<file path="config.mk">
export PLATFORM = sky130hd
export DESIGN_NAME = gtx_block_lock_ctrl
export DESIGN_NICKNAME = d
export VERILOG_FILES = /design/src/rtl/gtx_block_lock_ctrl.sv
export SDC_FILE = /design/constraint.sdc
export NUM_CORES = 1
export LEC_CHECK = 0
export CORE_UTILIZATION = 60
export DETAILED_ROUTE_END_ITERATION = 7
export PLACE_DENSITY = 0.83
export SYNTH_ARGS = -nofsm -noshare
export SYNTH_HDL_FRONTEND = slang
export SYNTH_SLANG_ARGS = --single-unit
export TNS_END_PERCENT = 1
</file>
<file path="constraint.sdc">
create_clock -name i_clk -period 4.6 [get_ports i_clk]
set_input_delay 0.69 -clock i_clk [delete_from_list [all_inputs] [get_ports i_clk]]
set_output_delay 0.69 -clock i_clk [all_outputs]
set_load 0.005 [all_outputs]
</file>
<file path="src/rtl/gtx_block_lock_ctrl.sv">
// 64b/66b block-lock controller for one GTX RX lane: slips the gearbox until
// sync headers line up, then reports block lock and watches for lock loss.
module gtx_block_lock_ctrl #(
  parameter int unsigned SH_CNT_MAX       = 64,
  parameter int unsigned SH_INVALID_MAX   = 16,
  parameter int unsigned SLIP_WAIT_CYCLES = 32,
  parameter int unsigned SLIP_COUNT_WIDTH = 16
) (
  input  logic                        i_clk,
  input  logic                        i_rst,
  input  logic [1:0]                  i_rxheader,
  input  logic                        i_rxheader_valid,
  output logic                        o_rxslip,
  output logic                        o_block_lock,
  output logic [1:0]                  o_state,
  output logic [SLIP_COUNT_WIDTH-1:0] o_slip_count
);

  // state     | meaning
  // TEST      | counting headers in the current test window
  // SLIP      | rxslip pulse is out, window counters cleared
  // SLIP_WAIT | gearbox settling after a slip, headers ignored
  localparam logic [1:0] TEST      = 2'd0;
  localparam logic [1:0] SLIP      = 2'd1;
  localparam logic [1:0] SLIP_WAIT = 2'd2;

  localparam int unsigned CW = $clog2(SH_CNT_MAX + 1);
  localparam int unsigned IW = $clog2(SH_INVALID_MAX + 1);
  localparam int unsigned WW = (SLIP_WAIT_CYCLES > 1) ? $clog2(SLIP_WAIT_CYCLES) : 1;
  localparam int unsigned SW = SLIP_COUNT_WIDTH;

  localparam logic [CW-1:0] CNT_MAX   = CW'(SH_CNT_MAX);
  localparam logic [IW-1:0] INV_MAX   = IW'(SH_INVALID_MAX);
  localparam logic [WW-1:0] WAIT_LAST = WW'(SLIP_WAIT_CYCLES - 1);

  logic [1:0]    state_q, state_d;
  logic          lock_q, lock_d;
  logic          slip_q, slip_d;
  logic [CW-1:0] sh_cnt_q, sh_cnt_d;
  logic [IW-1:0] sh_inv_q, sh_inv_d;
  logic [WW-1:0] wait_q, wait_d;
  logic [SW-1:0] slip_cnt_q, slip_cnt_d;

  logic          hdr_inv;
  logic [CW-1:0] n_cnt;
  logic [IW-1:0] n_inv;

  assign hdr_inv = (i_rxheader == 2'b00) || (i_rxheader == 2'b11);
  assign n_cnt   = sh_cnt_q + CW'(1);
  assign n_inv   = sh_inv_q + IW'(hdr_inv);

  always_comb begin
    state_d    = state_q;
    lock_d     = lock_q;
    slip_d     = 1'b0;
    sh_cnt_d   = sh_cnt_q;
    sh_inv_d   = sh_inv_q;
    wait_d     = wait_q;
    slip_cnt_d = slip_cnt_q;
    case (state_q)
      TEST: begin
        if (i_rxheader_valid) begin
          if (!lock_q && hdr_inv) begin
            state_d = SLIP;
            slip_d  = 1'b1;
          end else if (lock_q && (n_inv == INV_MAX)) begin
            state_d = SLIP;
            slip_d  = 1'b1;
            lock_d  = 1'b0;
          end else if (n_cnt == CNT_MAX) begin
            // Unlocked windows only get here with zero invalid headers.
            sh_cnt_d = '0;
            sh_inv_d = '0;
            lock_d   = 1'b1;
          end else begin
            sh_cnt_d = n_cnt;
            sh_inv_d = n_inv;
          end
        end
      end
      SLIP: begin
        sh_cnt_d = '0;
        sh_inv_d = '0;
        wait_d   = '0;
        state_d  = SLIP_WAIT;
        if (slip_cnt_q != {SW{1'b1}}) slip_cnt_d = slip_cnt_q + SW'(1);
      end
      SLIP_WAIT: begin
        if (wait_q == WAIT_LAST) begin
          state_d  = TEST;
          wait_d   = '0;
          sh_cnt_d = '0;
          sh_inv_d = '0;
        end else begin
          wait_d = wait_q + WW'(1);
        end
      end
      default: state_d = TEST;
    endcase
  end

  always_ff @(posedge i_clk) begin
    if (i_rst) begin
      state_q    <= TEST;
      lock_q     <= 1'b0;
      slip_q     <= 1'b0;
      sh_cnt_q   <= '0;
      sh_inv_q   <= '0;
      wait_q     <= '0;
      slip_cnt_q <= '0;
    end else begin
      state_q    <= state_d;
      lock_q     <= lock_d;
      slip_q     <= slip_d;
      sh_cnt_q   <= sh_cnt_d;
      sh_inv_q   <= sh_inv_d;
      wait_q     <= wait_d;
      slip_cnt_q <= slip_cnt_d;
    end
  end

  assign o_rxslip     = slip_q;
  assign o_block_lock = lock_q;
  assign o_state      = state_q;
  assign o_slip_count = slip_cnt_q;

endmodule

</file>
==> results by stage <==
Outcome:
- The run finished with clean final reports.

Die:
- The core region area is 3340 µm².
- The die is 61.1 µm wide.
- The full die area is 3730 µm².
- 25 I/O pins were placed.
- The floorplan row count is 21.
- The starting utilization of the core area is 62.8%.
- The die outline height is 61.1 µm.

STA:
- The worst path in the final design needs a cycle of 3.18 ns, including I/O delays and setup.
- The number of failing hold endpoints at the final stage was 0.
- Between clock sinks in the finished design, the worst skew comes to 0.0160 ns.
- For the pin with the worst max-slew slack, the measured transition is 0.983 ns.
- The final hold slack is 0.485 ns.
- The count of final max-slew check failures came to 0.
- The setup total negative slack is 0 ns.
- The fmax is 315 MHz.
- The worst relative slew slack is 34.1%.
- The total setup violations reported at the end of the flow is 0.
- The part of the cycle the worst path needs is 69.0%.
- Setup repair after global routing left no endpoint under its margin.

Setup path:
- In this run the critical register-to-register path is captured at sh_inv_q[3].
- The register-to-register setup slack is 2.00 ns.
- The signal on the critical path passes through clkdlybuf4s50_1, xor2_1, inv_1, ha_1, ha_1, xor2_1, nor4_1, and4_1, nor2_1, o311ai_0.
- The worst register-to-register path begins at o_state[1].
- STA puts the critical path data required time at 4.83 ns.
- Counting both buffers and inverters, the worst setup path holds a total of 2.
- The critical path in this run is classified as in -> reg.
- Measured in cells, the most critical reg-to-reg path has a length of 8.
- The launching element of the worst setup path is i_rxheader[1].
- STA classifies the critical path startpoint as an input pin.
- The cell type of the slowest stage on the worst timing path is clkdlybuf4s50_1.
- The maximum fanout along the worst path is 10.
- The delay of the slowest critical-path stage is 0.47 ns.
- The top cell family by delay on the critical path is simple AND/OR/NAND/NOR gates.
- The worst setup path is captured at a register.
- At the worst endpoint, the arrival time is 3.41 ns.

Worst hold path:
- The critical hold path startpoint is wait_q[4].
- For hold timing, the worst endpoint is wait_q[4].
- The worst hold path was traced through 2 stages.
- The worst hold path belongs to the class reg -> reg.

Synth:
- The synthesized design devotes to its leading area cell type 35.3% of total area.
- The synthesized netlist occupies a cell area of 2100 µm².
- Yosys mapped the design onto 51 distinct sky130hd cell types.
- The synthesized design spends more area on one cell type than any other, namely dfxtp_1.
- By area the synthesized netlist is led by dfxtp_1 35%, ha_1 5.4%, nor2_1 4.3%.
- The commonest cells after synthesis are 37 x dfxtp_1, 24 x nor2_1, 17 x a21oi_1.
- The number of flops mapped to enable cells by yosys is 0.
- Counting every instance in the synthesized netlist gives 249.
- In the synthesized netlist the async set-or-reset flop fraction comes to 0%.
- The commonest register cell after synthesis is dfxtp_1.
- Counting every net in the synthesized netlist gives 263.
- The cell with the most instances after synthesis is dfxtp_1.
- After synthesis the netlist holds a flip-flop and latch count of 37.
- The mean post-synth cell area is 8.42 µm².
- The total of warnings raised by yosys is 0.
- Of the synthesized area, sequential elements account for 35.3%.

Clocking:
- After clock tree synthesis, the repair step resized 0 gates.
- The clock tree buffer depth is 2.
- The H-tree was split into 2 levels.
- The number of buffers inserted during clock tree synthesis is 5.
- The clock tree from TritonCTS is built.
- The clock-pin slew on the worst setup and hold paths is 0.12 ns.
- The number of hold buffers added after cts is 0.
- The clock sink total is 37.
- The buffer cell driving the clock tree root is clkbuf_4.
- Clock latency on the worst-skew pair, taken at its later pin, is 0.35 ns.
- Post-CTS timing repair inserted 0 buffers for setup.

Cells and area:
- The share of post-route cells with drive strength above 1 is 6.72%.
- Measured on the finished design, the core utilization comes to 72.3%.
- The final net count is 281.
- The number of standard cells in the layout, taps in and fillers out is 314.
- From synthesis to final layout, the design area changed by 15.1%.
- The number of antenna diodes in the final layout is 0.
- The cell area after layout is 2410 µm².

Power and ir drop:
- Power spread over the standard cell area amounts to 259 nW/µm².
- The worst-case IR drop observed on VDD is 0.217 mV.
- The total leakage power is 0.836 nW.

GRT:
- The first global-routing pass estimated 7090 µm of wire.
- The number of global-route vias before repair is 1,595.
- Entering global routing, the biggest net connects 27 pins.
- The initial antenna violation count was 0.
- Global routing used 25.4% of the available tracks.
- For this run the aggregate overflow at the end of global routing stands at 0.

Placed design:
- After detailed placement, the total cell area comes to 2340 µm².
- The HPWL after detailed placement is 3160 µm.
- The placed cell count is 306.
- The routability congestion estimate is 0.831.
- Buffers placed on the I/O ports in this run total 24.

Drt:
- The routed design has 4500 µm of wire.
- The number of nets with antenna violations after detailed routing is 0.
- The number of detailed-route iterations in the first pass is 4.
- The count of vias placed by the detailed router is 1,900.
- The detailed-route wire length per cell is 14.3 µm.
- The detailed router's first-iteration violation count is 124.
- In the routed layout, each cell is associated on average with a via count of 6.05.
- The number of design rule violations left after detail routing is 0.

Run:
- Max-cap violations in this run came to 0.
==> logic make-up after synthesis <==
group | after synthesis | synth area share (%)
compound gates | 69 | 23.5
buf+inv | 31 | 6.03
simple gates | 87 | 23.0
flops | 37 | 35.3
xor+xnor | 14 | 5.85
fa+ha+maj | 9 | 5.37
mux | 2 | 0.955
==> registers in the layout (all words and copies together) (netlist names) <==
name and flops:
o_block_lock 1, o_rxslip 1, o_slip_count 16, o_state 2, sh_cnt_q 7, sh_inv_q 5, wait_q 5
==> tightest hold or removal path, delay by kind of cell (launching register included) <==
| family | cells | cell delay [ns] |
|---|---|---|
| AOI/OAI and AO/OA | 1 | 0.05 |
| DFF | 1 | 0.34 |
| and+or+nand+nor | 1 | 0.06 |
==> cell type report <==
| type | instances | area (µm²) |
|---|---|---|
| flip-flops and latches | 37 | 741 |
| multi-input cells | 181 | 1230 |
| fillers | 276 | 925 |
| clock inverters | 1 | 5.00 |
| repair buffers | 26 | 255 |
| clock buffers | 7 | 65.1 |
| well taps | 46 | 57.6 |
| inverters | 16 | 60.1 |
==> where the power goes <==
group / switching [mW] / internal (mW) / leakage (nW)
logic: 0.0563 / 0.0336 / 0.496
registers: 0.00783 / 0.327 / 0.299
clock network: 0.112 / 0.0887 / 0.0413
total: 0.176 / 0.449 / 0.836
==> placed cells by master (no fill, tap or decap), drive strengths merged, types with 5 or more instances in the layout <==
master,instances
dfxtp,37
nor2,24
clkdlybuf4s50,24
a21oi,18
inv,16
o21ai,12
xor2,9
nand2,9
o211ai,9
ha,9
nand3,8
nor3,8
clkbuf,7
o2111ai,6
xnor2,5
and3,5
==> layer usage <==
layer	vias up	global-route usage, %	routed length (µm)
met4	0	6.82	51
met3	5	6.93	246
met2	54	41.8	2090
li1	961	-	-
met5	-	0	0
met1	880	33.0	2110
==> worst max-delay path by stage <==
stage,end,cells past startpoint,slack [ns]
after floorplan,sh_cnt_q[3],10,2.03
after global placement,o_state[1],10,1.22
after detailed placement,sh_cnt_q[3],10,1.08
final,sh_cnt_q[3],10,1.42
after CTS,sh_cnt_q[3],10,1.43
after global routing,o_state[0],10,1.23
==> through the flow <==
step	worst slack, ns	power, mW
2_1_floorplan	2.03	0.403
3_3_place_gp	1.22	0.429
3_5_place_dp	1.08	0.431
4_1_cts	1.43	0.628
5_1_grt	1.23	0.654
6_report	1.42	0.625
Note: power is estimated with default switching activity, not from simulation.
